**src/rtl/sound_pkg.sv**
```systemverilog
// Shared definitions for the sound card mixer and DAC back end.
// Register indices, mixer state encoding and a width helper.
package sound_pkg;

  localparam logic [7:0] IDX_CTRL   = 8'h10;
  localparam logic [7:0] IDX_STATUS = 8'h11;

  typedef enum logic [1:0] {
    ST_IDLE,
    ST_ACC,
    ST_SAT
  } mix_state_e;

  // Ceiling log2; clog2(1) = 0.
  function automatic int clog2(input int n);
    int r;
    r = 0;
    while ((1 << r) < n) r++;
    return r;
  endfunction

endpackage

```
**src/rtl/sigma_delta_dac.sv**
```systemverilog
// First-order delta-sigma 1-bit DAC.
// Signed input is offset to binary and integrated; the carry is the bit.
module sigma_delta_dac #(
  parameter int SAMPLE_W = 16
) (
  input  logic                clk,
  input  logic                reset,
  input  logic [SAMPLE_W-1:0] din,
  output logic                dout
);

  logic [SAMPLE_W:0]   acc_q, acc_d;
  logic                dout_q, dout_d;
  logic [SAMPLE_W-1:0] u;

  // Offset-binary conversion and integrator step.
  always_comb begin
    u      = {~din[SAMPLE_W-1], din[SAMPLE_W-2:0]};
    acc_d  = {1'b0, acc_q[SAMPLE_W-1:0]} + {1'b0, u};
    dout_d = acc_q[SAMPLE_W];
  end

  // Integrator and output bit registers.
  always_ff @(posedge clk) begin
    if (reset) begin
      acc_q  <= '0;
      dout_q <= 1'b0;
    end else begin
      acc_q  <= acc_d;
      dout_q <= dout_d;
    end
  end

  assign dout = dout_q;

endmodule

```
**src/rtl/sound_mix_dac.sv**
```systemverilog
// Multi-channel volume mixer with saturation and 1-bit DAC output.
// ISA index/data register window for volumes, mute and sticky status.
module sound_mix_dac
  import sound_pkg::*;
#(
  parameter int          NUM_CH   = 4,
  parameter int          SAMPLE_W = 16,
  parameter int          VOL_W    = 8,
  parameter logic [15:0] IO_BASE  = 16'h038A
) (
  input  logic                       clk,
  input  logic                       reset,
  input  logic [19:0]                bus_a,
  input  logic                       bus_ior_l,
  input  logic                       bus_iow_l,
  input  logic                       bus_aen,
  input  logic [7:0]                 bus_d,
  output logic [7:0]                 bus_out,
  output logic                       bus_dir,
  input  logic [NUM_CH*SAMPLE_W-1:0] ch_in,
  input  logic                       sample_stb,
  output logic [SAMPLE_W-1:0]        mix_out,
  output logic                       mix_valid,
  output logic                       dac_out
);

  localparam int CH_W   = (NUM_CH > 1) ? clog2(NUM_CH) : 1;
  localparam int ACC_W  = SAMPLE_W + VOL_W + clog2(NUM_CH) + 1;
  localparam int PROD_W = SAMPLE_W + VOL_W + 1;
  localparam logic [15:0] IO_IDX = IO_BASE;
  localparam logic [15:0] IO_DAT = IO_BASE + 16'd1;
  localparam logic [VOL_W-1:0] VOL_UNITY = VOL_W'(1) << (VOL_W - 1);
  localparam logic signed [ACC_W-1:0] SAT_MAX =
    ACC_W'((64'sd1 <<< (SAMPLE_W - 1)) - 64'sd1);
  localparam logic signed [ACC_W-1:0] SAT_MIN = ~SAT_MAX;

  // Bus synchroniser state.
  logic ior_q, ior_d;
  logic iow_q, iow_d;
  logic iowp_q, iowp_d;

  // Register file.
  logic [7:0]       idx_q, idx_d;
  logic [VOL_W-1:0] vol_q [NUM_CH];
  logic [VOL_W-1:0] vol_d [NUM_CH];
  logic             mute_q, mute_d;
  logic             clip_q, clip_d;
  logic             ovr_q, ovr_d;

  // Mixer datapath.
  mix_state_e                 state_q, state_d;
  logic [CH_W-1:0]            ch_q, ch_d;
  logic signed [ACC_W-1:0]    acc_q, acc_d;
  logic [NUM_CH*SAMPLE_W-1:0] buf_q, buf_d;
  logic [SAMPLE_W-1:0]        mix_q, mix_d;
  logic                       valid_q, valid_d;

  logic [15:0] a16;
  logic        unused_a;
  logic        hit_idx, hit_dat;
  logic        wr_stb, clr_flags;
  logic [7:0]  dat_rd;

  logic signed [SAMPLE_W-1:0] samp;
  logic signed [PROD_W-1:0]   prod, prod_sh;
  logic signed [ACC_W-1:0]    term;

  assign a16      = bus_a[15:0];
  assign unused_a = ^bus_a[19:16];
  assign hit_idx  = ~bus_aen && (a16 == IO_IDX);
  assign hit_dat  = ~bus_aen && (a16 == IO_DAT);
  assign wr_stb   = ~iow_q & iowp_q;

  // Single-stage capture of the asynchronous strobes.
  always_comb begin
    ior_d  = bus_ior_l;
    iow_d  = bus_iow_l;
    iowp_d = iow_q;
  end

  // Register writes: one commit on the first synced low of iow.
  always_comb begin
    idx_d     = idx_q;
    vol_d     = vol_q;
    mute_d    = mute_q;
    clr_flags = 1'b0;
    if (wr_stb && hit_idx) begin
      idx_d = bus_d;
    end
    if (wr_stb && hit_dat) begin
      for (int i = 0; i < NUM_CH; i++) begin
        if (idx_q == 8'(i)) vol_d[i] = VOL_W'(bus_d);
      end
      if (idx_q == IDX_CTRL) begin
        mute_d    = bus_d[0];
        clr_flags = bus_d[1];
      end
    end
  end

  // Data-port read mux; unmapped indices read all ones.
  always_comb begin
    dat_rd = 8'hFF;
    for (int i = 0; i < NUM_CH; i++) begin
      if (idx_q == 8'(i)) dat_rd = 8'(vol_q[i]);
    end
    unique case (1'b1)
      (idx_q == IDX_CTRL):   dat_rd = {7'b0, mute_q};
      (idx_q == IDX_STATUS): dat_rd = {6'b0, ovr_q, clip_q};
      default: ;
    endcase
  end

  assign bus_dir = ~ior_q & (hit_idx | hit_dat);
  assign bus_out = bus_dir ? (hit_idx ? idx_q : dat_rd) : 8'h00;

  // Scaled contribution of the channel selected this cycle.
  always_comb begin
    samp    = $signed(buf_q[ch_q*SAMPLE_W +: SAMPLE_W]);
    prod    = PROD_W'(samp) * PROD_W'($signed({1'b0, vol_q[ch_q]}));
    prod_sh = prod >>> (VOL_W - 1);
    term    = ACC_W'(prod_sh);
  end

  // Mixer FSM: latch, accumulate per channel, saturate and publish.
  always_comb begin
    state_d = state_q;
    ch_d    = ch_q;
    acc_d   = acc_q;
    buf_d   = buf_q;
    mix_d   = mix_q;
    valid_d = 1'b0;
    clip_d  = clip_q;
    ovr_d   = ovr_q;
    if (clr_flags) begin
      clip_d = 1'b0;
      ovr_d  = 1'b0;
    end
    if (sample_stb && state_q != ST_IDLE) ovr_d = 1'b1;
    unique case (state_q)
      ST_IDLE: begin
        if (sample_stb) begin
          buf_d   = ch_in;
          acc_d   = '0;
          ch_d    = '0;
          state_d = ST_ACC;
        end
      end
      ST_ACC: begin
        acc_d = acc_q + term;
        if (ch_q == CH_W'(NUM_CH - 1)) state_d = ST_SAT;
        else ch_d = ch_q + CH_W'(1);
      end
      ST_SAT: begin
        if (acc_q > SAT_MAX) begin
          mix_d  = SAT_MAX[SAMPLE_W-1:0];
          clip_d = 1'b1;
        end else if (acc_q < SAT_MIN) begin
          mix_d  = SAT_MIN[SAMPLE_W-1:0];
          clip_d = 1'b1;
        end else begin
          mix_d = acc_q[SAMPLE_W-1:0];
        end
        if (mute_q) mix_d = '0;
        valid_d = 1'b1;
        state_d = ST_IDLE;
      end
      default: state_d = ST_IDLE;
    endcase
  end

  // All state registers with synchronous reset.
  always_ff @(posedge clk) begin
    if (reset) begin
      ior_q   <= 1'b1;
      iow_q   <= 1'b1;
      iowp_q  <= 1'b1;
      idx_q   <= '0;
      for (int i = 0; i < NUM_CH; i++) vol_q[i] <= VOL_UNITY;
      mute_q  <= 1'b0;
      clip_q  <= 1'b0;
      ovr_q   <= 1'b0;
      state_q <= ST_IDLE;
      ch_q    <= '0;
      acc_q   <= '0;
      buf_q   <= '0;
      mix_q   <= '0;
      valid_q <= 1'b0;
    end else begin
      ior_q   <= ior_d;
      iow_q   <= iow_d;
      iowp_q  <= iowp_d;
      idx_q   <= idx_d;
      vol_q   <= vol_d;
      mute_q  <= mute_d;
      clip_q  <= clip_d;
      ovr_q   <= ovr_d;
      state_q <= state_d;
      ch_q    <= ch_d;
      acc_q   <= acc_d;
      buf_q   <= buf_d;
      mix_q   <= mix_d;
      valid_q <= valid_d;
    end
  end

  assign mix_out   = mix_q;
  assign mix_valid = valid_q;

  sigma_delta_dac #(
    .SAMPLE_W(SAMPLE_W)
  ) u_dac (
    .clk  (clk),
    .reset(reset),
    .din  (mix_q),
    .dout (dac_out)
  );

endmodule

```
**config.mk**
```make
export PLATFORM = sky130hd
export DESIGN_NAME = sound_mix_dac
export DESIGN_NICKNAME = d
export VERILOG_FILES = /design/src/rtl/sound_pkg.sv /design/src/rtl/sigma_delta_dac.sv /design/src/rtl/sound_mix_dac.sv
export SDC_FILE = /design/constraint.sdc
export NUM_CORES = 1
export LEC_CHECK = 0
export BUFFER_PORTS_ARGS = -buffer_cell sky130_fd_sc_hd__buf_2
export CAP_MARGIN = 20
export CORE_MARGIN = 3
export CORE_UTILIZATION = 30
export CTS_CLUSTER_SIZE = 8
export DETAILED_ROUTE_END_ITERATION = 6
export SETUP_SLACK_MARGIN = 0.15
export SLEW_MARGIN = 20
export SYNTH_ARGS = -nofsm -noshare
export SYNTH_HDL_FRONTEND = slang
export SYNTH_SLANG_ARGS = --single-unit
```
**constraint.sdc**
```tcl
create_clock -name clk -period 18.6 [get_ports clk]
set_clock_uncertainty 0.05 [all_clocks]
set_input_delay 2.79 -clock clk [delete_from_list [all_inputs] [get_ports clk]]
set_output_delay 2.79 -clock clk [all_outputs]
set_load 0.02 [all_outputs]
```
==> flow_summary.json <==
{
  "pin_count": 125,
  "synthDominantCellAreaShare_pct": 26.4,
  "holdWs_ns": 0.400,
  "area_growth_pct": 13.0,
  "clock_sinks": 176,
  "synthTopCellsByCount": "259 x nand2_1, 176 x dfxtp_1, 149 x a21oi_1",
  "max_cap_violations": 0,
  "wl_per_cell_microns": 15.2,
  "cts.repair.resized": 0,
  "timing.final.crit_period_ns": 8.87,
  "fp.dieArea_sq_um": 47000,
  "synth_area_sq_um": 13300,
  "cts_tree": "done",
  "grt_pass1_vias": 10700,
  "cp.arrival_ns": 9.14,
  "path_class": "reg -> reg",
  "drtIter0Drc": 647,
  "ir_drop_v": 0.0000591,
  "rr_endpoint": "acc_q[26]$_SDFFE_PP0P_",
  "multi_input_area_sq_um": 8990,
  "r2r_start": "ch_q[0]$_SDFFE_PP0P_",
  "grtUsageTotal_pct": 14.3,
  "crit_cells": 27,
  "grt_setup_unrepaired": "false",
  "ctsHoldBuffers": 0,
  "dr.pass1.iters": 5,
  "clock_latency_ns": 0.46,
  "synth_edf_count": 0,
  "routed_via_density": 4.90,
  "relSlewSlack_pct": 26.7,
  "clk_pin_slew_ns": 0.07,
  "drtAntennaViolNets": 0,
  "synth_cell_types": 65,
  "final_core_util_pct": 34.7,
  "min_from": "iow_q$_SDFF_PP1_",
  "cts_made_buffers": 17,
  "drive_gt1_share_pct": 12.9,
  "grt_start_max_net_pins": 98,
  "synth_fp_nets": 1828,
  "reg2reg_slack_ns": 9.73,
  "clock_path_buffers": 2,
  "grt_pass1_wl_microns": 55400,
  "p_leak_nw": 6.83,
  "core_area_sq_um": 43500,
  "yosys_register_bits": 176,
  "setup_viol": 0,
  "tns_ns": 0,
  "cpMaxStageDelayCell": "mux4_2",
  "crit_family": "compound AO/OA/AOI/OAI gates",
  "hold_viol_final": 0,
  "vias": 10800,
  "fp-row-count": 76,
  "final_nets": 1900,
  "tightest_slew_ns": 1.10,
  "nFillCells": 4505,
  "critPathLaunchType": "flip-flop",
  "synth_most_common_cell": "nand2_1",
  "critPathMostFrequentCell": "fa_1",
  "hold_path.class": "reg -> reg",
  "place.gp.congestion": 0.826,
  "crit_fanout": 20,
  "regArea_sq_um": 3530,
  "max_freq_ghz": 0.113,
  "htreeDepth": 4,
  "yosysTopAreaCell": "dfxtp_1",
  "yosysSeqAreaShare_pct": 26.4,
  "period_share_pct": 47.7,
  "synth_cells": 1538,
  "ys.flop_type": "dfxtp_1",
  "overflow": 0,
  "portBuffers": 120,
  "power_density_nw_per_um2": 59.5,
  "wirelength_microns": 33500,
  "synthArstFlopShare_pct": 0,
  "whs_path_depth": 1,
  "yosys-top-cells-area": "dfxtp_1 26%, fa_1 15%, ha_1 8.3%",
  "cp.required_ns": 18.87,
  "start_util_pct": 30.7,
  "die_h_microns": 217,
  "drc_errors": 0,
  "syn_area_per_cell_sq_um": 8.67,
  "worstSetupEndpointType": "flip-flop",
  "postCtsSetupBuffers": 0,
  "antenna_cells": 0,
  "reg2regPathDepth": 27,
  "outcome": "completed",
  "hold-path-endpoint": "iowp_q$_SDFF_PP1_",
  "crit_buf_inv": 4,
  "slew_violations": 0,
  "dp_hpwl_microns": 24700,
  "antenna_found_initial": 1,
  "worst_path_largest_cell_delay_ns": 0.78,
  "fp.dieW_microns": 217,
  "synth_warnings": 0,
  "cts_root_buffer": "clkbuf_16"
}
[kinds of logic after synthesis]
family,share of synthesized area [%]
AND/OR/NAND/NOR,19.7
AO/OA/AOI/OAI,13.5
buffers and inverters,6.28
adder cells (fa/ha/maj),23.8
flip-flops,26.4
multiplexers,7.39
XOR/XNOR,2.95
[final cells by class]
type                    count  share of cell area, %
clock buffers              17                   2.82
clock inverters            15                   1.25
inverters                 145                   3.61
multi-input cells        1142                   59.6
flip-flops and latches    176                   23.4
well taps                 585                   4.86
repair buffers            128                   4.42
[worst max-delay path by stage]
| stage | startpoint | endpoint | slack [ns] |
|---|---|---|---|
| detailed placement | ch_q[0]$_SDFFE_PP0P_ | acc_q[26]$_SDFFE_PP0P_ | 9.73 |
| finish | ch_q[0]$_SDFFE_PP0P_ | acc_q[26]$_SDFFE_PP0P_ | 9.73 |
| global placement | ch_q[0]$_SDFFE_PP0P_ | acc_q[26]$_SDFFE_PP0P_ | 9.78 |
| floorplan | ch_q[0]$_SDFFE_PP0P_ | acc_q[26]$_SDFFE_PP0P_ | 10.53 |
| CTS | ch_q[0]$_SDFFE_PP0P_ | acc_q[26]$_SDFFE_PP0P_ | 9.69 |
| global route | ch_q[0]$_SDFFE_PP0P_ | acc_q[26]$_SDFFE_PP0P_ | 9.23 |
[per-layer routing]
layer  part of all wire, %  track usage, %  up-vias
met5                 0.021               0        -
met1                    47            19.3     5272
li1                      -               -     5328
met3                   3.7            2.51       32
met2                    48            24.0      191
met4                   1.3            3.61        2
[worst reg2reg max path: stages (launching register included)]
cell and delay, ns:
dfxtp_2 0.54, buf_4 0.45, mux4_2 0.79, and2_1 0.26, fa_1 0.45, fa_1 0.55
inv_1 0.05, fa_1 0.47, fa_1 0.55, inv_1 0.04, ha_1 0.31, inv_1 0.08
o41ai_4 0.55, a211oi_4 0.17, o21ai_2 0.28, a21oi_2 0.14, o21bai_1 0.22, a21oi_1 0.12
xnor2_1 0.22, ha_1 0.36, a2111oi_0 0.49, a21oi_1 0.13, a211o_1 0.37, a221o_1 0.37
a221o_1 0.36, xnor2_1 0.15, o21ai_1 0.14, o41ai_1 0.08
[through the flow]
| step | instance area, sq um | total power, mW | worst slack, ns | cells |
|---|---|---|---|---|
| after detailed placement | 14500 | 0.530 | 9.73 | 2176 |
| after CTS | 15100 | 0.908 | 9.69 | 2208 |
| after global placement | 14500 | 0.527 | 9.78 | 2176 |
| after floorplan | 13300 | 0.490 | 10.53 | 1538 |
| after global routing | 15100 | 0.938 | 9.23 | 2208 |
| final | 15100 | 0.897 | 9.73 | 2208 |
[registers in the layout, summed over array words and instances (netlist names)]
signal and cells:
ch_q 2, vol_q 32, ovr_q 1, u_dac.acc_q 17, mute_q 1, state_q 2
mix_out 16, clip_q 1, iowp_q 1, iow_q 1, u_dac.dout 1, idx_q 8
mix_valid 1, acc_q 27, ior_q 1, buf_q 64
[cell usage in the layout, fill, tap and decap left out, drive strengths merged, types with 17 or more instances in the layout]
cell type and instances:
o21ai 38, buf 128, ha 89, a21o 24, dfxtp 176, nand3 31, a21oi 150, mux4 26
and2 77, fa 103, nor2b 20, mux2i 40, xnor2 29, nor3 17, clkbuf 17, inv 153
nor2 77, nand2 260
[power breakdown]
group / switching, mW / internal, mW
clock: 0.182 / 0.194
sequential: 0.00902 / 0.389
combinational: 0.0755 / 0.0467
total: 0.267 / 0.630
No activity file was read; power rests on OpenSTA's default activity.
